`src/rtl/audio_stream_pkg.sv`:
```
// Shared types and width-conversion helpers for the stereo codec sample bridge.
// Samples are carried as left-justified values inside the 24-bit codec word.
package audio_stream_pkg;

    localparam int CODEC_W = 24;

    typedef enum logic [1:0] {
        IDLE     = 2'd0,
        XFER     = 2'd1,
        WAIT_LOW = 2'd2
    } state_t;

    // User sample (right-aligned in a codec word) -> codec word with zero LSBs.
    function automatic logic [CODEC_W-1:0] pad_sample(input logic [CODEC_W-1:0] sample,
                                                      input int width);
        return sample << (CODEC_W - width);
    endfunction

    // Codec word -> user sample right-aligned; LSBs are dropped, never rounded.
    function automatic logic [CODEC_W-1:0] trunc_sample(input logic [CODEC_W-1:0] word,
                                                        input int width);
        return word >> (CODEC_W - width);
    endfunction

endpackage

```
`src/rtl/audio_sync_fifo.sv`:
```
// Single-clock FIFO with show-ahead output and registered full/empty/level.
// Pushes while full and pops while empty are ignored.
module audio_sync_fifo #(
    parameter int WIDTH = 8,
    parameter int DEPTH = 16
) (
    input  logic                     clk,
    input  logic                     rst,
    input  logic                     push,
    input  logic                     pop,
    input  logic [WIDTH-1:0]         din,
    output logic [WIDTH-1:0]         dout,
    output logic                     full,
    output logic                     empty,
    output logic [$clog2(DEPTH):0]   level
);

    localparam int AW = $clog2(DEPTH);

    logic [WIDTH-1:0] r_mem [DEPTH];
    logic [AW-1:0]    r_wr_ptr;
    logic [AW-1:0]    r_rd_ptr;
    logic [AW:0]      r_level;
    logic [AW:0]      w_level_next;
    logic             r_full;
    logic             r_empty;
    logic             w_push;
    logic             w_pop;

    assign w_push = push & ~r_full;
    assign w_pop  = pop & ~r_empty;

    always_comb begin
        w_level_next = r_level;
        case ({w_push, w_pop})
            2'b10:   w_level_next = r_level + 1'b1;
            2'b01:   w_level_next = r_level - 1'b1;
            default: w_level_next = r_level;
        endcase
    end

    always_ff @(posedge clk or posedge rst) begin
        if (rst) begin
            r_wr_ptr <= '0;
            r_rd_ptr <= '0;
            r_level  <= '0;
            r_full   <= 1'b0;
            r_empty  <= 1'b1;
        end else begin
            if (w_push) r_wr_ptr <= r_wr_ptr + 1'b1;
            if (w_pop)  r_rd_ptr <= r_rd_ptr + 1'b1;
            r_level <= w_level_next;
            r_full  <= (w_level_next == (AW+1)'(DEPTH));
            r_empty <= (w_level_next == '0);
        end
    end

    // Storage needs no reset: the pointers define what is valid.
    always_ff @(posedge clk) begin
        if (w_push) r_mem[r_wr_ptr] <= din;
    end

    assign dout  = r_mem[r_rd_ptr];
    assign full  = r_full;
    assign empty = r_empty;
    assign level = r_level;

endmodule

```
`src/rtl/audio_stream_bridge.sv`:
```
// Valid/ready stereo sample bridge to the codec core: TX/RX FIFOs, one transfer
// per codec frame, underrun policy, sticky error flags, frame counter, loopback.
module audio_stream_bridge
    import audio_stream_pkg::*;
#(
    parameter int SAMPLE_W      = 24,
    parameter int FIFO_DEPTH    = 16,
    parameter int UNDERRUN_HOLD = 0
) (
    input  logic                          CLOCK_50,
    input  logic                          reset,
    input  logic                          tx_valid,
    output logic                          tx_ready,
    input  logic [2*SAMPLE_W-1:0]         tx_data,
    output logic                          rx_valid,
    input  logic                          rx_ready,
    output logic [2*SAMPLE_W-1:0]         rx_data,
    input  logic                          loopback,
    input  logic                          clear_flags,
    output logic                          overflow,
    output logic                          underrun,
    output logic                          frame_strobe,
    output logic [15:0]                   frame_count,
    output logic [$clog2(FIFO_DEPTH):0]   tx_level,
    output logic [$clog2(FIFO_DEPTH):0]   rx_level,
    input  logic                          codec_read_ready,
    input  logic                          codec_write_ready,
    input  logic [CODEC_W-1:0]            codec_adc_left,
    input  logic [CODEC_W-1:0]            codec_adc_right,
    output logic                          codec_read,
    output logic                          codec_write,
    output logic [CODEC_W-1:0]            codec_dac_left,
    output logic [CODEC_W-1:0]            codec_dac_right
);

    state_t               r_state;
    state_t               w_state_next;
    logic                 w_start;
    logic                 w_xfer;

    logic [CODEC_W-1:0]   r_dac_left;
    logic [CODEC_W-1:0]   r_dac_right;
    logic [CODEC_W-1:0]   r_last_left;
    logic [CODEC_W-1:0]   r_last_right;
    logic [15:0]          r_frame_count;
    logic                 r_overflow;
    logic                 r_underrun;

    logic [2*SAMPLE_W-1:0] w_tx_dout;
    logic [2*SAMPLE_W-1:0] w_rx_din;
    logic                 w_tx_full;
    logic                 w_tx_empty;
    logic                 w_tx_pop;
    logic                 w_rx_full;
    logic                 w_rx_empty;
    logic                 w_rx_push;
    logic                 w_underrun_set;
    logic                 w_overflow_set;

    // Channel index 1 is left, 0 is right, matching the {left,right} packing.
    logic [CODEC_W-1:0]   w_adc_ch  [2];
    logic [CODEC_W-1:0]   w_last_ch [2];
    logic [CODEC_W-1:0]   w_tx_pad  [2];
    logic [CODEC_W-1:0]   w_lb_pad  [2];

    assign w_adc_ch[1]  = codec_adc_left;
    assign w_adc_ch[0]  = codec_adc_right;
    assign w_last_ch[1] = r_last_left;
    assign w_last_ch[0] = r_last_right;

    genvar gi;
    generate
        for (gi = 0; gi < 2; gi++) begin : g_chan
            assign w_rx_din[gi*SAMPLE_W +: SAMPLE_W] =
                SAMPLE_W'(trunc_sample(w_adc_ch[gi], SAMPLE_W));
            assign w_tx_pad[gi] =
                pad_sample(CODEC_W'(w_tx_dout[gi*SAMPLE_W +: SAMPLE_W]), SAMPLE_W);
            assign w_lb_pad[gi] =
                pad_sample(CODEC_W'(SAMPLE_W'(trunc_sample(w_last_ch[gi], SAMPLE_W))), SAMPLE_W);
        end
    endgenerate

    always_comb begin
        w_state_next = r_state;
        w_start      = 1'b0;
        w_xfer       = 1'b0;
        case (r_state)
            IDLE: begin
                if (codec_read_ready && codec_write_ready) begin
                    w_state_next = XFER;
                    w_start      = 1'b1;
                end
            end
            XFER: begin
                w_xfer       = 1'b1;
                w_state_next = WAIT_LOW;
            end
            WAIT_LOW: begin
                // Readies must fall before another frame can start.
                if (!codec_read_ready || !codec_write_ready) w_state_next = IDLE;
            end
            default: w_state_next = IDLE;
        endcase
    end

    assign w_tx_pop       = w_start & ~loopback & ~w_tx_empty;
    assign w_underrun_set = w_start & ~loopback & w_tx_empty;
    assign w_rx_push      = w_xfer & ~w_rx_full;
    assign w_overflow_set = w_xfer & w_rx_full;

    always_ff @(posedge CLOCK_50 or posedge reset) begin
        if (reset) begin
            r_state       <= IDLE;
            r_dac_left    <= '0;
            r_dac_right   <= '0;
            r_last_left   <= '0;
            r_last_right  <= '0;
            r_frame_count <= '0;
            r_overflow    <= 1'b0;
            r_underrun    <= 1'b0;
        end else begin
            r_state <= w_state_next;
            if (w_start) begin
                if (loopback) begin
                    r_dac_left  <= w_lb_pad[1];
                    r_dac_right <= w_lb_pad[0];
                end else if (!w_tx_empty) begin
                    r_dac_left  <= w_tx_pad[1];
                    r_dac_right <= w_tx_pad[0];
                end else if (UNDERRUN_HOLD == 0) begin
                    r_dac_left  <= '0;
                    r_dac_right <= '0;
                end
            end
            if (w_xfer) begin
                r_last_left   <= codec_adc_left;
                r_last_right  <= codec_adc_right;
                r_frame_count <= r_frame_count + 16'd1;
            end
            if (w_underrun_set)   r_underrun <= 1'b1;
            else if (clear_flags) r_underrun <= 1'b0;
            if (w_overflow_set)   r_overflow <= 1'b1;
            else if (clear_flags) r_overflow <= 1'b0;
        end
    end

    audio_sync_fifo #(
        .WIDTH (2*SAMPLE_W),
        .DEPTH (FIFO_DEPTH)
    ) u_tx_fifo (
        .clk   (CLOCK_50),
        .rst   (reset),
        .push  (tx_valid),
        .pop   (w_tx_pop),
        .din   (tx_data),
        .dout  (w_tx_dout),
        .full  (w_tx_full),
        .empty (w_tx_empty),
        .level (tx_level)
    );

    audio_sync_fifo #(
        .WIDTH (2*SAMPLE_W),
        .DEPTH (FIFO_DEPTH)
    ) u_rx_fifo (
        .clk   (CLOCK_50),
        .rst   (reset),
        .push  (w_rx_push),
        .pop   (rx_ready),
        .din   (w_rx_din),
        .dout  (rx_data),
        .full  (w_rx_full),
        .empty (w_rx_empty),
        .level (rx_level)
    );

    assign tx_ready        = ~w_tx_full;
    assign rx_valid        = ~w_rx_empty;
    assign codec_read      = w_xfer;
    assign codec_write     = w_xfer;
    assign frame_strobe    = w_xfer;
    assign codec_dac_left  = r_dac_left;
    assign codec_dac_right = r_dac_right;
    assign frame_count     = r_frame_count;
    assign overflow        = r_overflow;
    assign underrun        = r_underrun;

endmodule

```
`config.mk`:
```
export PLATFORM = sky130hd
export DESIGN_NAME = audio_stream_bridge
export DESIGN_NICKNAME = d
export VERILOG_FILES = /design/src/rtl/audio_stream_pkg.sv /design/src/rtl/audio_sync_fifo.sv /design/src/rtl/audio_stream_bridge.sv
export SDC_FILE = /design/constraint.sdc
export NUM_CORES = 2
export LEC_CHECK = 0
export CORE_ASPECT_RATIO = 2
export CORE_MARGIN = 5
export CORE_UTILIZATION = 40
export DETAILED_ROUTE_END_ITERATION = 8
export PLACE_DENSITY = 0.57
export SYNTH_ARGS = -nofsm -noshare
export SYNTH_HDL_FRONTEND = slang
export SYNTH_SLANG_ARGS = --single-unit
```
`constraint.sdc`:
```
create_clock -name CLOCK_50 -period 5.42 [get_ports CLOCK_50]
set_clock_uncertainty 0.15 [all_clocks]
set_input_delay 1.626 -clock CLOCK_50 [delete_from_list [all_inputs] [get_ports CLOCK_50]]
set_output_delay 1.626 -clock CLOCK_50 [all_outputs]
set_load 0.02 [all_outputs]
```
Word-level counts from Yosys, hierarchy flattened
Memory sizes are Yosys's and may differ from the RTL's.
Index checks and enable logic that the tools add are counted.
Cells by class
  add/subtract/negate cells: 9
  multipliers: 0
  divide/modulo/power cells: 0
  order comparisons: 0
  equality and inequality tests: 10
  shift operators: 0
  multiplexer cells: 19
  bitwise logic cells: 14
  reduce and logical (&&, ||, !) cells: 10
Operator list (count)
  $mux W24: 4
  $pmux W5 S2: 2
  $add A16 B1 Y16 const B: 1
  $add A4 B1 Y4 const B: 4
  $add A5 B1 Y5 const B: 2
  $eq A5 B5 Y1 const B: 2
  $logic_not A5 Y1: 2
  $mux W1: 10
  $sub A5 B1 Y5 const B: 2
  $and A1 B1 Y1: 9
  $eq A2 B1 Y1 const B: 3
  $eq A2 B2 Y1 const B: 3
  $pmux W2 S3: 1
  $not A1 Y1: 5
  $mux W2: 2
  $ne A2 B2 Y1 const B: 2
  $reduce_bool A2 Y1: 2
  $logic_not A1 Y1: 2
  $logic_not A2 Y1: 1
  $reduce_and A2 Y1: 1
  $logic_and A1 B1 Y1: 1
  $logic_or A1 B1 Y1: 1
Storage, ports and cells
  register bits: 146
  latch bits: 0
  RAM bits: 1536
  bits in read-only memories: 0
  output and inout bits: 129
  word-level logic and storage cells: 82
  memories kept: 2
Memory list
  u_rx_fifo.r_mem: words 16, bits a word 48, rd ports 1, clocked after memory_dff 0, wr ports 1, RTL line audio_sync_fifo.sv:20  | logic [WIDTH-1:0] r_mem [DEPTH];
  u_tx_fifo.r_mem: words 16, bits a word 48, rd ports 1, clocked after memory_dff 0, wr ports 1, RTL line audio_sync_fifo.sv:20

Depth between registers and ports, before layout
  depth after elaboration: 9
  mapped depth: 13
  mapped depth without buffers: 12

By module
A second synthesis with hierarchy kept.
Unflattened totals
  cells, all modules: 2734
  area total of the unflattened synthesis: 64245.4 um2
Modules (own cells, without submodules)
  audio_sync_fifo at u_tx_fifo: instances 1, cells an instance 1171, area an instance 29744.8 um2
  audio_sync_fifo at u_rx_fifo: instances 1, cells an instance 1169, area an instance 29709.7 um2
  audio_stream_bridge: instances 1, cells an instance 394, area an instance 4790.8 um2

Least setup slack after synthesis
No wires, ideal clock.
  kind: input -> register
  from: input port tx_valid
  to: memory u_tx_fifo.r_mem[3][0] (netlist bit) (enable)
  library setup time: 513 ps
  arrival: 5334 ps
  data required time: 4757 ps
  slack: -577 ps
  stages on the path: 4
  cell sequence: nor2b_1 buf_2 nand2_1 nor3_1
Between the ends
  word-level cells in the longest chain between the ends: 3
Ends and longest elaborated chain
  from (decl): RTL line audio_stream_bridge.sv:12  | input logic tx_valid,
  $and A1 B1 Y1: RTL line audio_sync_fifo.sv:30  | assign w_push = push & ~r_full;
  $mux W1: RTL line audio_sync_fifo.sv:60  | if (w_push) r_mem[r_wr_ptr] <= din;
  $mux W1 (not written as such): RTL line audio_sync_fifo.sv:60
  to (decl): RTL line audio_sync_fifo.sv:20
Every way passes these cells.

Worst setup path after layout
  from: register u_rx_fifo.r_rd_ptr[0]
  to: output port rx_data[38]
Between the ends
  word-level cells in the longest chain between the ends: 1
Ends and longest elaborated chain
  from (decl): RTL line audio_sync_fifo.sv:22  | logic [AW-1:0] r_rd_ptr;
  from (signal assigned): RTL line audio_sync_fifo.sv:51  | if (w_pop) r_rd_ptr <= r_rd_ptr + 1'b1;
  $mem_v2 Z16 W48
  to (decl): RTL line audio_stream_bridge.sv:17  | output logic [2*SAMPLE_W-1:0] rx_data,
Every way passes these cells.

==> flow_summary.json <==
{
  "critPathMostFrequentCell": "mux4_2",
  "syn_inst": 2874,
  "p_leak_nw": 24.22,
  "finish.utilization_pct": 46.95,
  "yosysTopAreaCell": "edfxtp_1",
  "antenna_left": 0,
  "design_area_um2": 75140,
  "layout.nets": 3338,
  "timing.rr.start": "r_state[1]$_DFFE_PP0P_",
  "clkSinkCount": 1682,
  "power_density_nw_per_um2": 498.4,
  "drc_errors": 0,
  "path_max_fanout": 48,
  "rr_worst_depth": 12,
  "post-place-ws_ns": 0.5625,
  "crit_type": "flop to output port",
  "place_area_um2": 70060,
  "via_per_inst": 5.570,
  "hold_viol": 0,
  "mostFrequentLayoutCell": "edfxtp_1",
  "die_h_um": 576.6,
  "worstSetupEndpoint": "rx_data[38]",
  "pwr-share-seq_pct": 43.5,
  "layout-drive-gt1-share_pct": 25.91,
  "num_rows": 208,
  "antenna_found_initial": 16,
  "fin_crit_ns": 5.298,
  "hold_path_class": "flop to flop",
  "synth.area.top_cells": "edfxtp_1 72%, mux4_2 15%, dfrtp_1 5.6%, nand2_1 1.0%, mux2_2 0.93%",
  "track_usage_pct": 19.21,
  "htreeDepth": 4,
  "crit_chain": "buf_16 > mux4_2 > mux4_2 > clkdlybuf4s50_1",
  "r2r-end": "u_rx_fifo.empty$_DFF_PP1_",
  "cts-root-buf": "clkbuf_16",
  "synth-seq-cells": 1682,
  "p_int_mw": 26.76,
  "critPathRequiredTime_ns": 3.64,
  "clkPwrFrac_pct": 29.2,
  "reg2reg_slack_ns": 1.61,
  "cap_violations": 0,
  "timing.fmax_mhz": 188.8,
  "routed_wl_mm": 164.4,
  "yosys_warnings": 0,
  "layout_common_cells": "1536 x edfxtp_1, 432 x mux4_2, 230 x clkdlybuf4s50_1, 171 x nand2_1, 161 x clkbuf_16",
  "placed_cells": 5154,
  "grt_overflow": 0,
  "avgSynthCellArea_um2": 22.34,
  "start_util_pct": 40.11,
  "power_mw": 37.45,
  "switchingPower_mw": 10.69,
  "drt-initial-drc-count": 2786,
  "instances_no_fill": 5440,
  "ys_types": 48,
  "swShare_pct": 28.55,
  "die_x_um": 293.3,
  "synth-seq-area-share_pct": 77.54,
  "clk-insertion-delay-late_ns": 0.77,
  "slew_viol_final": 0,
  "core_um2": 160100,
  "die-area_um2": 169100,
  "timing.final.crit_share_pct": 97.75,
  "cp_data_arrival_time_ns": 3.52,
  "critPathCaptureType": "output port",
  "worst_pin_slew_ns": 1.092,
  "path_clk_slew_ns": 0.06,
  "gp_congestion": 0.7573,
  "crit_start": "u_rx_fifo.r_rd_ptr[0]$_DFFE_PP0P_",
  "max_stage_delay_ns": 0.64,
  "cts_tree": "done",
  "start_kind": "flop",
  "pin_count": 233,
  "grt_max_degree": 63,
  "slowest_stage": "dfrtp_4",
  "port-buffer-count": 232,
  "holdBufCountCts": 0,
  "ir_drop_mv": 0.3206,
  "mappedNetlistArea_um2": 64200,
  "first_global_vias": 32530,
  "power_frac_comb_pct": 27.3,
  "netlist.area_leader.share_pct": 71.84,
  "hold_slack_ns": 0.3223,
  "setup_viol": 0,
  "status": "finished clean",
  "firstDrtPassIters": 5,
  "hpwl_mm": 93.74,
  "setup_ws_ns": 0.1220,
  "maxSlewHeadroom_pct": 27.21,
  "rsz0062_at_grt": "true",
  "vias": 30300,
  "wl_per_cell_um": 30.21,
  "cts_buffers": 159,
  "cts_buffer_depth": 4,
  "syn_nets": 2996,
  "syn2layout_area_growth_pct": 17.04,
  "fin_tns_setup_ns": 0,
  "grt_pass1_wl_mm": 235.6
}
worst min-delay path by stage:
stage | from | end | cells after the start
6_report | r_last_left[15]$_DFFE_PP0N_ | r_last_left[15]$_DFFE_PP0N_ | 2
5_1_grt | r_last_left[1]$_DFFE_PP0N_ | r_last_left[1]$_DFFE_PP0N_ | 2
4_1_cts | r_last_left[15]$_DFFE_PP0N_ | r_last_left[15]$_DFFE_PP0N_ | 2
3_5_place_dp | r_last_left[5]$_DFFE_PP0N_ | r_last_left[5]$_DFFE_PP0N_ | 2
3_3_place_gp | r_last_left[13]$_DFFE_PP0N_ | r_last_left[13]$_DFFE_PP0N_ | 2
2_1_floorplan | r_last_left[0]$_DFFE_PP0N_ | r_last_left[0]$_DFFE_PP0N_ | 2
worst max-delay path: cells and delay by family, from the launching register on:
kind	cells	cell delay, ns
multiplexers	2	1.11
flip-flops	1	0.64
buffers and inverters	2	0.91
flip-flops by register name, indices dropped and copies added (netlist names):
register	count
u_rx_fifo.r_mem	768
u_tx_fifo.r_mem	768
codec_dac_left	24
codec_dac_right	24
r_last_left	24
r_last_right	24
frame_count	16
u_rx_fifo.level	5
u_tx_fifo.level	5
u_rx_fifo.r_rd_ptr	4
u_rx_fifo.r_wr_ptr	4
u_tx_fifo.r_rd_ptr	4
u_tx_fifo.r_wr_ptr	4
r_state	2
overflow	1
u_rx_fifo.empty	1
u_rx_fifo.full	1
u_tx_fifo.empty	1
u_tx_fifo.full	1
underrun	1
cell families (layout without fill, tap and decap cells):
group                    count (synthesis)  in the layout  share of synthesized area [%]
flip-flops                            1682           1682                          77.54
AO/OA/AOI/OAI                          119            119                          1.290
adder cells (fa/ha/maj)                 18             18                         0.3625
AND/OR/NAND/NOR                        309            309                          2.230
XOR/XNOR                                35             35                         0.4892
buffers and inverters                  176            636                          1.226
other                                    0              6                              0
multiplexers                           535            535                          16.86
per-layer routing:
| metal | global-route usage, % | wire [um] | vias up |
|---|---|---|---|
| met4 | 4.978 | 4115 | 10 |
| met5 | 0 | 72 | - |
| met1 | 24.26 | 62860 | 16490 |
| met2 | 34.62 | 88130 | 943 |
| met3 | 3.189 | 9198 | 245 |
| li1 | - | - | 12620 |
power groups by stage:
stage	Clock, mW	Combinational, mW	Sequential, mW
2_1_floorplan	0	6.80	16.2
3_3_place_gp	0	10.2	16.5
3_5_place_dp	0	10.4	16.6
4_1_cts	11.2	10.5	16.3
5_1_grt	11.7	10.9	16.4
6_report	11.0	10.2	16.3
cell type report:
class | instances | area [um^2]
Clock inverter | 70 | 742.0
Sequential cell | 1682 | 49800
Antenna cell | 6 | 15.01
Fill cell | 13160 | 84920
Inverter | 18 | 71.32
Tap cell | 2100 | 2628
Clock buffer | 209 | 4269
Multi-Input combinational cell | 1016 | 13890
Timing Repair Buffer | 339 | 3716
repair_timing:
action / 4_1_cts / 5_1_grt
setup buffers: 1 / 0
resized for setup: 2 / 2
endpoints found under the setup margin: 29 / 2
Yosys cell counts (all sizes together):
library cell	n
dfstp	2
or3	1
nor3b	4
clkbuf	97
ha	17
xnor2	23
buf	61
and2	1
o32ai	2
a21boi	1
mux2i	50
nand3	4
inv	18
nor4b	2
nand3b	1
a22o	1
nand4	7
edfxtp	1536
mux4	432
fa	1
dfrtp	144
nor2	39
nor4	2
and3	52
a311o	1
a221oi	47
a21oi	6
nor2b	6
o21ai	53
a31oi	2
o31ai	1
a41oi	1
nand4b	1
nand2	172
a21o	4
mux2	53
nor3	11
nand2b	6
xor2	12
No activity file was read; power rests on OpenSTA's default activity.
